## config.mk

```make
export PLATFORM = sky130hd
export DESIGN_NAME = demux1a2_24b_round
export DESIGN_NICKNAME = d
export VERILOG_FILES = /design/src/rtl/demux1a2_24b_round.sv
export SDC_FILE = /design/constraint.sdc
export NUM_CORES = 1
export LEC_CHECK = 0
export BUFFER_PORTS_ARGS = -buffer_cell sky130_fd_sc_hd__buf_2
export CORE_MARGIN = 2
export CORE_UTILIZATION = 48
export DETAILED_ROUTE_END_ITERATION = 8
export PLACE_DENSITY = 0.77
export SLEW_MARGIN = 10
export SYNTH_ARGS = -nofsm -noshare
export SYNTH_HDL_FRONTEND = slang
export SYNTH_SLANG_ARGS = --single-unit
export TNS_END_PERCENT = 5
```

## constraint.sdc

```tcl
create_clock -name clk -period 1.74 [get_ports clk]
set_input_delay 0.174 -clock clk [delete_from_list [all_inputs] [get_ports clk]]
set_output_delay 0.174 -clock clk [all_outputs]
set_load 0.005 [all_outputs]
```

## src/rtl/demux1a2_24b_round.sv

```systemverilog
// demux1a2_24b_round
// Round-based 1-to-2 demultiplexer for the 24-bit hash datapath word stream.
// Accepted words are steered into lane A for one round of ROUND_LAST+1 words,
// then into lane B for the next round, and so on. The block also exports the
// round position (counter) and a two-cycle delayed copy (counter_2d) used by
// the downstream recombining mux.
//
// Optional feature: define DEMUX_ROUND_CNT_EN to add the 16-bit round_cnt
// output, which counts completed rounds and wraps at 16'hffff.
module demux1a2_24b_round #(
  parameter int                 WIDTH      = 24,
  parameter int                 ROUND_LAST = 33,
  parameter logic [WIDTH-1:0]   RESET_WORD = 24'hfe8901
) (
  input  logic             clk,
  input  logic             reset_L,
  input  logic [WIDTH-1:0] din,
  input  logic             din_valid,
  output logic             din_ready,
  output logic [WIDTH-1:0] A_out,
  output logic             A_valid,
  input  logic             A_ready,
  output logic [WIDTH-1:0] B_out,
  output logic             B_valid,
  input  logic             B_ready,
  output logic             lane,
  output logic [5:0]       counter,
  output logic [5:0]       counter_2d
`ifdef DEMUX_ROUND_CNT_EN
  ,
  output logic [15:0]      round_cnt
`endif
);

  // Index of the final word of a round, in the counter's own width.
  localparam logic [5:0] LAST_IDX = 6'(ROUND_LAST);

  logic       sel_valid_s;
  logic       sel_ready_s;
  logic       accept_s;
  logic       load_a_s;
  logic       load_b_s;
  logic       wrap_s;
  logic [5:0] cnt_d1_r;

  // Selected-lane handshake: din_ready depends only on the current lane's
  // occupancy and consumer ready, never on din_valid.
  always_comb begin
    sel_valid_s = 1'b0;
    sel_ready_s = 1'b0;
    if (lane) begin
      sel_valid_s = A_valid;
      sel_ready_s = A_ready;
    end else begin
      sel_valid_s = B_valid;
      sel_ready_s = B_ready;
    end
    din_ready = !sel_valid_s || sel_ready_s;
    accept_s  = din_valid && din_ready;
    load_a_s  = accept_s && lane;
    load_b_s  = accept_s && !lane;
    wrap_s    = (counter == LAST_IDX);
  end

  // Lane A holding register: a load beats a same-cycle consume (no bubble);
  // a consume alone only clears valid and keeps the last word visible.
  always_ff @(posedge clk) begin
    if (!reset_L) begin
      A_out   <= RESET_WORD;
      A_valid <= 1'b0;
    end else if (load_a_s) begin
      A_out   <= din;
      A_valid <= 1'b1;
    end else if (A_valid && A_ready) begin
      A_valid <= 1'b0;
    end else begin
      A_valid <= A_valid;
    end
  end

  // Lane B holding register, same load/consume priority as lane A.
  always_ff @(posedge clk) begin
    if (!reset_L) begin
      B_out   <= RESET_WORD;
      B_valid <= 1'b0;
    end else if (load_b_s) begin
      B_out   <= din;
      B_valid <= 1'b1;
    end else if (B_valid && B_ready) begin
      B_valid <= 1'b0;
    end else begin
      B_valid <= B_valid;
    end
  end

  // Round position: advances only on accept; the last word of a round still
  // lands in the current lane and the lane flips for the following word.
  always_ff @(posedge clk) begin
    if (!reset_L) begin
      lane    <= 1'b1;
      counter <= 6'd0;
    end else if (accept_s) begin
      if (wrap_s) begin
        counter <= 6'd0;
        lane    <= !lane;
      end else begin
        counter <= counter + 6'd1;
        lane    <= lane;
      end
    end else begin
      counter <= counter;
      lane    <= lane;
    end
  end

  // Two-stage delay of the round position, shifting every cycle regardless
  // of handshake so the recombining mux sees a fixed-latency copy.
  always_ff @(posedge clk) begin
    if (!reset_L) begin
      cnt_d1_r   <= 6'd0;
      counter_2d <= 6'd0;
    end else begin
      cnt_d1_r   <= counter;
      counter_2d <= cnt_d1_r;
    end
  end

`ifdef DEMUX_ROUND_CNT_EN
  // Completed-round counter: bumps when the last word of a round is accepted,
  // wrapping naturally at 16 bits.
  always_ff @(posedge clk) begin
    if (!reset_L) begin
      round_cnt <= 16'd0;
    end else if (accept_s && wrap_s) begin
      round_cnt <= round_cnt + 16'd1;
    end else begin
      round_cnt <= round_cnt;
    end
  end
`endif

endmodule

```

# == After elaboration in Yosys (flattened, before gate mapping) ==
# Index checks and enable logic that the tools add are counted.
# word_totals
in_bits,29
out_inout_bits,64
latch_bits,0
wordCells,28
mem_bits_ro,0
ram_bits,0
register_bits,69
n_memories,0
# classes
reduce_logical,11
n_eq_ne,1
n_shift,0
n_mux,7
div,0
addsub,1
bitwise,0
magnitude_cmp,0
n_mul,0
# op_table
op,count
6-bit by 1-bit adder with 6-bit output (second input constant),1
6-bit == test (second input constant),1
1-bit two-way mux,6
6-bit two-way mux,1
1-bit logical AND,5
2-bit nonzero test,2
1-bit zero test,2
2-bit AND reduction,1
1-bit logical OR,1

# == Logic depth before layout (Yosys ltp) ==
# Gate-level depths: netlist (run 1).
# logic_depth
ltp_word,6
ltp_mapped,6
ltp_nobuf,6

# == Worst setup path before layout (run 1) ==
# OpenSTA, ideal clock, no wires.
# synth_timing
kind,register -> register
start,register counter[0]
end,register lane
required_time_ns,1.619
setup_ns,0.121
period_less_slack_ns,1.470
arrival_ns,1.349
stages_incl_launch_ff,6
path_slack_ns,0.270
path_buffers,0
path_cell_list,dfxtp_1 ha_1 nor4b_2 nand2_1 a21oi_1 mux2_2
# synth_between
elab_chain_len,2
# synth_lines
element,line,rtl
start: declaration,27,"output logic [5:0] counter,"
start signal: assignment,107,counter <= counter + 6'd1;
start signal: assignment,111,counter <= counter;
6-bit == test,62,wrap_s = (counter == LAST_IDX);
2-bit AND reduction (no line),n/a,
end signal: assignment,105,lane <= !lane;
end signal: assignment,108,lane <= lane;
end signal: assignment,112,lane <= lane;
end: declaration,26,"output logic lane,"
# Every way passes these cells.
# A chain may end at the register's enable or synchronous reset.

# == Final worst setup path (run 1) ==
# layout_timing
start,register counter[1]
end,register lane
# Same word-level chain as after synthesis.

==> summary.md, run 1 <==
| Metric | Value |
|---|---|
| Hold buffer count at CTS | `0` |
| CP Cell Sequence | `inv_1, ha_1, nor4b_2, nand2_1, a21oi_1, mux2_2` |
| Cts repair resizes | `0` |
| Seq/Total Area, Yosys | `between 50% and 60%` |
| Iteration count of the initial detailed-routing pass | `5` |
| Headroom to the max-slew limit | `between 70 and 80%` |
| RSZ-0062 raised after global routing | `false` |
| Post-route ant nets | `0` |
| Hold Crit Start | `din[11]` |
| Yosys cell types | `29` |
| FF-to-FF End | `lane` |
| Final wirelength | `around 5.8 mm` |
| Max-slew violations | `0` |
| Final cell count without fillers | `between 400 and 500` |
| Crit path time final | `1560 ps` |
| Final Hold Vio Count | `0` |
| # nets final | `409` |
| Vias | `2234` |
| Area growth from synthesis to layout | `29.7%` |
| Clock Pin Slew Worst Setup and Hold Paths | `around 70 ps` |
| Die area | `between 0.005 and 0.006 mm^2` |
| Leak | `approximately 1.5 nW` |
| Final cycle utilization of the critical path | `approximately nine tenths` |
| Reg-to-reg startpoint | `counter[1]` |
| Peak supply drop | `approximately 0.00053 V` |
| FP Rows | `26` |
| Clock sinks | `69` |
| Die W | `approximately 76 um` |
| Ranking of synthesized cells by area | `dfxtp_1, nand2_1, a21oi_1` |
| Iteration-0 DRC Markers | `around 110` |
| Die Y | `75.6 um` |
| # DRC | `0` |
| CP max FO | `6` |
| Core Region | `about 0.005 mm^2` |
| Synth Register Bits | `69` |
| Final setup violation count | `0` |
| TNS Setup | `0 ps` |
| Syn Inst Count | `286` |
| Inst Count DP | `437` |
| Pwr Total | `approximately 3.3 mW` |
| Crit start category | `flop` |
| Initial antenna violation count | `0` |
| # H-tree levels | `3` |
| Clock Skews | `slightly below 7 ps` |
| Syn_nets | `roughly 320` |
| Crit. End Element | `flop` |
| HPWL after DPL | `4.01 mm` |
| CP required | `about 2000 ps` |
| Slowest CP cell | `dfxtp_1` |
| Max_cap viols | `0` |
| Area of the multi-input gates | `slightly below 0.001 mm^2` |
| Yosys top cell by area | `dfxtp_1` |
| Synth warnings | `0` |
| Hold Path Sink | `A_out[11]` |
| Setup bufs post-CTS | `0` |
| GR Overflow Total | `0` |
| Worst path arrival time | `around 1800 ps` |
| First-pass GRT wire length | `between 9 and 10 mm` |
| Vias in the first global route | `1952` |
| Synthesized area | `between 0.002 and 0.0025 mm^2` |
| R2R cell count | `6` |
| Fillers | `473` |
| PD cells | `a little over 1000 mW/mm^2` |
| RePlAce Congestion | `approximately 0.91` |
| Tightest Hold Check Type | `input port to flop` |
| CTS root buf | `clkbuf_8` |
| Fmax | `between 600 and 700 MHz` |
| Slack of the worst reg-to-reg path | `around 180 ps` |
| Mean post-synth cell area | `roughly 8.6 um^2` |
| Top cell type's share of synthesized area | `56.2%` |
| # diodes | `0` |
| Gr usage total | `21.1%` |
| Clock buffer depth | `2` |
| Share of layout cells above drive strength 1 | `32.6%` |
| CTS Buf Count | `9` |
| Initial Util | `between 40% and 50%` |
| Status | `finished, final reports clean` |
| Register area | `0.00138 mm^2` |
| Pin count of the biggest net entering global routing | `27` |
| Final worst setup slack | `184 ps` |
| Worst-skew pair later-pin latency | `about 330 ps` |
| Wire per inst | `roughly 13 um` |
| # port buffers | `92` |
| Worst-Margin Slew | `around 350 ps` |
| Critical Path Max Stage Delay | `around 360 ps` |
| I/O pin cnt | `between 90 and 100` |
| Depth of the worst hold-timing path | `3` |
| Via/cell ratio | `slightly below 5` |
| CTS tree | `yes` |
| Placement Setup Slack | `~190 ps` |
| Setup CP Type | `flop to flop` |
Yosys cell counts:
library cell  number
a21oi_1           29
a211oi_1           1
mux2i_1            1
o2111ai_1          1
nand2_1           98
and2_1            11
inv_1              2
o21ai_0            1
nand3b_1           1
ha_1               2
and3b_1            1
nor2_1             5
clkbuf_1           6
nand2b_4           2
nand3_1           28
inv_2              1
o31ai_1            2
mux2_2             3
buf_4              2
buf_2             11
dfxtp_1           69
nor4b_2            1
nand2b_1           1
o21ai_1            1
mux2_4             1
o2111ai_2          1
o211ai_1           1
nand4_1            1
and3_1             2
through the flow:
stage,util [%],area (um^2),hold WS (ps)
detailed placement,59.3,2970,403
global placement,59.3,2970,401
global route,63.6,3190,65.6
CTS,63.6,3190,52.5
floorplan,-,2460,298
finish,63.6,3190,62.1
cells by family after synthesis:
group	Yosys count	synth area share (%)
AND/OR/NAND/NOR	151	27.6
flip-flops	69	56.2
AO/OA/AOI/OAI	37	8.50
buffers and inverters	22	4.23
multiplexers	5	2.39
adder cells (fa/ha/maj)	2	1.02
state kept, by name, summed over array words and instances (netlist names):
register    flops
A_out          24
cnt_d1_r        6
counter_2d      6
B_out          24
counter         6
lane            1
B_valid         1
A_valid         1
layout by cell type, fill, tap and decap left out, drive strengths merged, types with 3 or more instances in the layout:
master	netlist	final
clkinv	0	3
mux2	4	4
and2	11	11
dfxtp	69	69
inv	3	3
nor2	5	5
a21oi	29	29
buf	13	100
nand2b	3	3
clkbuf	6	9
nand3	28	28
nand2	98	98
layout make-up:
type / count / area share, %
repair buffers: 100 / 16.3
inverters: 3 / 0.353
well taps: 70 / 2.75
clock inverters: 7 / 2.83
multi-input cells: 195 / 30.5
flip-flops and latches: 69 / 43.3
clock buffers: 9 / 3.89
worst max-delay path, delay by kind of cell, from the launching register on:
kind | cells | cell delay [ps]
AOI/OAI and AO/OA | 1 | 150
muxes | 1 | 340
buffers and inverters | 1 | 90
and+or+nand+nor | 2 | 380
adders and majority gates | 1 | 130
DFF | 1 | 360
how the worst max path moves through the flow:
stage,cells after the start,start,slack [ps],end
floorplan,5,counter[0],270,lane
global placement,6,counter[1],280,lane
detailed placement,6,counter[1],190,lane
CTS,6,counter[1],180,lane
global route,6,counter[1],110,lane
finish,6,counter[1],180,lane
metal layers:
metal | share of wire [%] | routed length [um] | global-route usage, %
met5 | 0 | 0 | 0
met2 | 46 | 2670 | 32.9
met1 | 43 | 2490 | 26.6
met3 | 9.5 | 549 | 6.48
met4 | 1.8 | 105 | 10.3
power breakdown:
part | switching (mW) | internal (mW) | total, mW
registers | 0.0264 | 1.63 | 1.66
clock network | 0.589 | 0.798 | 1.39
logic | 0.136 | 0.107 | 0.244
total | 0.752 | 2.53 | 3.29
Note: power is estimated with default switching activity, not from simulation.
==> run 2: changes to the inputs <==
CORE_MARGIN = unset   (was 2)
==> run 2 against run 1 <==
Non-clock buffer count increased by 1. Cell area increased by 1.5%. Sequential power about the same. Die area decreased by 5.2%. Fmax decreased by 0.15%. Clock power increased by 17%. Core utilization increased by 3.6 points. Via count decreased by 0.31%. Clock skew decreased by 1.9 ps. Global-route usage increased by 1.8 points. Wire length increased by 0.26%. Critical path type unchanged. Critical endpoint unchanged. Highest routed layer unchanged.
==> summary.md, run 2 (synthesis results as in run 1) <==
| Metric | Value |
|---|---|
| Status | `finished, final reports clean (unchanged)` |
| Vias in the first global route | `2096 (was 1952)` |
| Vias | `2227 (was 2234)` |
| Crit. End Element | `flop (unchanged)` |
| Post-route ant nets | `0 (unchanged)` |
| # port buffers | `92 (unchanged)` |
| Max-slew violations | `0 (unchanged)` |
| Peak supply drop | `0.000640 V (was 0.000533 V)` |
| CP max FO | `6 (unchanged)` |
| Slowest CP cell | `dfxtp_1 (unchanged)` |
| Clock sinks | `69 (unchanged)` |
| Final cell count without fillers | `451 (was 453)` |
| Hold buffer count at CTS | `0 (unchanged)` |
| Fillers | `447 (was 473)` |
| Worst-Margin Slew | `369 ps (was 349 ps)` |
| Reg-to-reg startpoint | `counter[1] (unchanged)` |
| Clock buffer depth | `2 (unchanged)` |
| Final cycle utilization of the critical path | `89.5% (was 89.4%)` |
| CTS tree | `yes (unchanged)` |
| Critical Path Max Stage Delay | `360 ps (about the same)` |
| Max_cap viols | `0 (unchanged)` |
| CP required | `1960 ps (was 1970 ps)` |
| Highest-count cells in the layout ignoring fill and taps | `nand2_1, buf_2, dfxtp_1, a21oi_1, nand3_1 (unchanged)` |
| TNS Setup | `0 ps (unchanged)` |
| CTS root buf | `clkbuf_8 (unchanged)` |
| R2R cell count | `6 (unchanged)` |
| Die W | `73.6 um (was 75.6 um)` |
| Setup bufs post-CTS | `0 (unchanged)` |
| Initial Util | `51.0% (was 49.1%)` |
| Pin count of the biggest net entering global routing | `36 (was 27)` |
| Setup CP Type | `flop to flop (unchanged)` |
| # H-tree levels | `3 (unchanged)` |
| Cts repair resizes | `0 (unchanged)` |
| Most common cell after layout, fill and taps aside | `nand2_1 (unchanged)` |
| Post-Layout Inst Area | `0.00324 mm^2 (was 0.00319 mm^2)` |
| Final wirelength | `5.82 mm (was 5.81 mm)` |
| PD cells | `1090 mW/mm^2 (was 1030 mW/mm^2)` |
| # diodes | `0 (unchanged)` |
| Initial antenna violation count | `0 (unchanged)` |
| Inst Count DP | `435 (was 437)` |
| CP Cell Sequence | `inv_1, ha_1, nor4b_2, nand2_1, a21oi_1, mux2_2 (unchanged)` |
| Final Hold Vio Count | `0 (unchanged)` |
| Worst path bufs/invs | `1 (unchanged)` |
| Hold Path Sink | `B_out[11] (was A_out[11])` |
| Die area | `0.00541 mm^2 (was 0.00571 mm^2)` |
| Clock Skews | `4.90 ps (was 6.81 ps)` |
| Largest regs | `A_out: 24 flops, B_out: 24 flops (unchanged)` |
| # nets final | `410 (was 409)` |
| CTS Buf Count | `9 (unchanged)` |
| Core Region | `0.00482 mm^2 (was 0.00501 mm^2)` |
| Leak | `1.53 nW (was 1.51 nW)` |
| Slack of the worst reg-to-reg path | `180 ps (about the same)` |
| Crit path time final | `1560 ps (about the same)` |
| Headroom to the max-slew limit | `75.4% (was 76.7%)` |
| Share of layout cells above drive strength 1 | `32.6% (about the same)` |
| RSZ-0062 raised after global routing | `false (unchanged)` |
| # DRC | `0 (unchanged)` |
| Tightest Hold Check Type | `input port to flop (unchanged)` |
| Via/cell ratio | `4.94 (was 4.93)` |
| RePlAce Congestion | `0.895 (was 0.907)` |
| First-pass GRT wire length | `9.36 mm (was 9.10 mm)` |
| Gr usage total | `22.9% (was 21.1%)` |
| Hold Crit Start | `din[11] (unchanged)` |
| GR Overflow Total | `0 (unchanged)` |
| FP Rows | `25 (was 26)` |
| Top delay family on crit path | `simple AND/OR/NAND/NOR gates (unchanged)` |
| Worst-skew pair later-pin latency | `330 ps (about the same)` |
| FF-to-FF End | `lane (unchanged)` |
| Crit start category | `flop (unchanged)` |
| Wire per inst | `12.9 um (was 12.8 um)` |
| HPWL after DPL | `4.05 mm (was 4.01 mm)` |
| Iteration count of the initial detailed-routing pass | `4 (was 5)` |
| Die Y | `73.6 um (was 75.6 um)` |
| Fmax | `642 MHz (was 643 MHz)` |
| Iteration-0 DRC Markers | `103 (was 111)` |
| Final setup violation count | `0 (unchanged)` |
| Worst path arrival time | `1780 ps (about the same)` |
| Clock Pin Slew Worst Setup and Hold Paths | `70 ps (about the same)` |
| DP Area | `0.00298 mm^2 (was 0.00297 mm^2)` |
| I/O pin cnt | `93 (unchanged)` |
| Area growth from synthesis to layout | `31.7% (was 29.7%)` |
| Depth of the worst hold-timing path | `3 (unchanged)` |
run 2: cell count changes in the layout (fill, tap and decap cells not counted), sizes merged:
cell      delta
buf          +1
bufinv       +1
clkinvlp     -2
clkinv       -3
clkbuf       +4
run 2: worst max path at each step:
stage / from / end / cells after the start
finish: counter[1] / lane / 6
global route: counter[1] / lane / 6
CTS: counter[1] / lane / 6
detailed placement: counter[1] / lane / 6
global placement: counter[1] / lane / 6
floorplan: counter[0] / lane / 5
run 2: metal layers:
metal,up-vias,track usage [%],wire length (um)
met2,89,37.9,2740
met1,1010,26.5,2490
met3,11,7.82,487
met5,-,0,0
met4,0,10.9,103
li1,1117,-,-
run 2: cell type report:
cell class	instances	area (um^2)	area share [%]
tap	67	83.8	2.59
sequential	69	1380	42.7
clock buffer	13	169	5.22
inverter	3	11.3	0.348
clock inverter	3	90.1	2.78
multi-input combinational	195	972	30.0
timing repair buffer	101	528	16.3
run 2: tightest hold or removal path: stages:
cell	delay (ps)
buf_2	90
nand2_1	40
nand3_1	70
run 2: per-stage QoR:
stage	setup WS [ps]	total power [mW]	hold WS (ps)	utilization, %
CTS	187	3.56	50.8	67.2
global route	80.7	3.66	68.6	67.2
global placement	274	1.93	403	61.8
finish	182	3.53	67.5	67.2
detailed placement	208	1.94	406	61.8
floorplan	270	1.81	298	-
run 2: power breakdown:
group / internal (mW) / switching (mW)
clock network: 1.07 / 0.555
logic: 0.107 / 0.138
registers: 1.63 / 0.0261
==> run 3: changes to the inputs <==
GPL_TIMING_DRIVEN = 0   (was unset)
SETUP_SLACK_MARGIN = 0.3   (was unset)
==> run 3 against run 2 <==
First-iteration DRC count unchanged. Sequential power hardly changed. Die area unchanged. Highest routed layer unchanged. Core utilization is 0.052 points lower. Cell area is essentially flat. Critical path type unchanged.
==> summary.md, run 3 (synthesis results as in run 1) <==
| Metric | Value |
|---|---|
| Slowest CP cell | `dfxtp_4 (was dfxtp_1)` |
| FP Rows | `25 (unchanged)` |
| Post-route ant nets | `0 (unchanged)` |
| Clock buffer depth | `2 (unchanged)` |
| Top delay family on crit path | `flip-flops (was simple AND/OR/NAND/NOR gates)` |
| FF-to-FF End | `lane (unchanged)` |
| Status | `finished, final reports clean (unchanged)` |
| Clock Skews | `5.32 ps (was 4.90 ps)` |
| Core Region | `0.00482 mm^2 (unchanged)` |
| Max-slew violations | `0 (unchanged)` |
| Highest-count cells in the layout ignoring fill and taps | `buf_2, nand2_1, dfxtp_1, nand3_1, a21oi_1 (was nand2_1, buf_2, dfxtp_1, a21oi_1, nand3_1)` |
| Depth of the worst hold-timing path | `3 (unchanged)` |
| R2R cell count | `6 (unchanged)` |
| I/O pin cnt | `93 (unchanged)` |
| Tightest Hold Check Type | `input port to flop (unchanged)` |
| Psw | `0.733 mW (was 0.719 mW)` |
| Crit. End Element | `flop (unchanged)` |
| # DRC | `0 (unchanged)` |
| Gr usage total | `24.1% (was 22.9%)` |
| Final Hold Vio Count | `0 (unchanged)` |
| Hold Path Sink | `A_out[23] (was B_out[11])` |
| # port buffers | `91 (was 92)` |
| CTS Buf Count | `9 (unchanged)` |
| Sequential share of power | `55.4% (was 46.9%)` |
| Pwr Total | `2.99 mW (was 3.53 mW)` |
| Reg-to-reg startpoint | `counter[1] (unchanged)` |
| Pin count of the biggest net entering global routing | `12 (was 36)` |
| Peak supply drop | `0.000556 V (was 0.000640 V)` |
| Clock Pin Slew Worst Setup and Hold Paths | `70 ps (about the same)` |
| Worst path bufs/invs | `1 (unchanged)` |
| TNS Setup | `0 ps (unchanged)` |
| First-pass GRT wire length | `9.82 mm (was 9.36 mm)` |
| RSZ-0062 raised after global routing | `true (was false)` |
| PD cells | `926 mW/mm^2 (was 1090 mW/mm^2)` |
| Area growth from synthesis to layout | `31.6% (was 31.7%)` |
| HPWL after DPL | `4.36 mm (was 4.05 mm)` |
| Critical Path Max Stage Delay | `360 ps (about the same)` |
| Largest regs | `A_out: 24 flops, B_out: 24 flops (unchanged)` |
| Iteration count of the initial detailed-routing pass | `4 (unchanged)` |
| Vias | `2335 (was 2227)` |
| Worst hold slack | `62.5 ps (was 67.5 ps)` |
| Slack of the worst reg-to-reg path | `290 ps (was 180 ps)` |
| Share of layout cells above drive strength 1 | `35.0% (was 32.6%)` |
| CTS root buf | `clkbuf_8 (unchanged)` |
| Clock sinks | `69 (unchanged)` |
| Headroom to the max-slew limit | `65.2% (was 75.4%)` |
| Final wirelength | `6.11 mm (was 5.82 mm)` |
| # H-tree levels | `3 (unchanged)` |
| Crit start category | `flop (unchanged)` |
| Worst path arrival time | `1660 ps (was 1780 ps)` |
| Clock network power share | `35.8% (was 46.1%)` |
| Fmax | `692 MHz (was 642 MHz)` |
| CP required | `1960 ps (about the same)` |
| # diodes | `0 (unchanged)` |
| Die W | `73.6 um (unchanged)` |
| CP Cell Sequence | `inv_4, ha_4, nor4b_4, nand2_1, a21oi_2, mux2_4 (was inv_1, ha_1, nor4b_2, nand2_1, a21oi_1, mux2_2)` |
| Most common cell after layout, fill and taps aside | `buf_2 (was nand2_1)` |
| Wire per inst | `13.2 um (was 12.9 um)` |
| Final cycle utilization of the critical path | `83.1% (was 89.5%)` |
| CP max FO | `4 (was 6)` |
| Leak | `1.53 nW (about the same)` |
| Crit path time final | `1450 ps (was 1560 ps)` |
| Initial Util | `51.0% (unchanged)` |
| Area of the multi-input gates | `0.00100 mm^2 (was 972 um^2)` |
| Initial antenna violation count | `0 (unchanged)` |
| Final core utilization | `67.1% (was 67.2%)` |
| Setup CP Type | `flop to flop (unchanged)` |
| Vias in the first global route | `2203 (was 2096)` |
| Max_cap viols | `0 (unchanged)` |
| # nets final | `423 (was 410)` |
| RePlAce Congestion | `0.831 (was 0.895)` |
| Register area | `0.00139 mm^2 (was 0.00138 mm^2)` |
| Iteration-0 DRC Markers | `103 (unchanged)` |
| Via/cell ratio | `5.03 (was 4.94)` |
| P_int | `2.26 mW (was 2.81 mW)` |
| Die Y | `73.6 um (unchanged)` |
| Die area | `0.00541 mm^2 (unchanged)` |
| Post-Layout Inst Area | `0.00323 mm^2 (was 0.00324 mm^2)` |
| Worst-Margin Slew | `523 ps (was 369 ps)` |
| Worst-skew pair later-pin latency | `330 ps (about the same)` |
| GR Overflow Total | `0 (unchanged)` |
| Fillers | `460 (was 447)` |
| DP Area | `0.00300 mm^2 (was 0.00298 mm^2)` |
| Sw Share | `24.5% (was 20.4%)` |
| CTS tree | `yes (unchanged)` |
| Hold Crit Start | `din[23] (was din[11])` |
| Comb power frac | `8.8% (was 7.0%)` |
| Final setup violation count | `0 (unchanged)` |
==> run 3: per-stage QoR <==
stage / worst slack [ps] / cells
final: 295 / 464
after global routing: 266 / 464
after CTS: 265 / 461
after detailed placement: 182 / 444
after global placement: 199 / 444
after floorplan: 317 / 286
==> run 3: metal layers <==
layer  GRT usage, %  wire, um  vias to the layer above
met1           28.4      2730                     1086
met5              0         0                        -
met2           40.2      2820                       89
li1               -         -                     1148
met3           7.96       449                       12
met4           9.83       107                        0
==> run 3: power by group through the flow <==
stage	Combinational, mW	Clock, mW	Sequential [mW]
after floorplan	0.118	0	1.70
after global placement	0.237	0	1.69
after detailed placement	0.243	0	1.70
after CTS	0.247	1.09	1.66
after global routing	0.298	1.17	1.66
final	0.264	1.07	1.66
==> run 3: worst max path at each step <==
stage	cells after the start	endpoint	start
CTS	6	lane	counter[1]
detailed placement	6	lane	counter[1]
finish	6	lane	counter[1]
global placement	6	lane	counter[1]
global route	6	counter[5]	B_valid
floorplan	6	lane	counter[1]
==> run 3: timing repair <==
item	CTS	global route
pin swaps	1	1
hold buffers	0	0
setup endpoints to repair	3	8
resized for setup	6	10
setup buffers	1	3
==> run 3: layout make-up <==
cell class,count,area share (%)
multi-input combinational,195,31.0
timing repair buffer,95,15.0
inverter,3,0.426
clock buffer,12,4.18
clock inverter,4,0.774
tap,67,2.59
sequential,69,43.1
buffer,19,2.94
==> run 3: worst register-to-register path: cells and delay by family, from the launching register on <==
| family | cells | cell delay (ps) |
|---|---|---|
| buf+inv | 1 | 60 |
| simple gates | 2 | 360 |
| flops | 1 | 360 |
| mux | 1 | 310 |
| fa+ha+maj | 1 | 110 |
| compound gates | 1 | 140 |
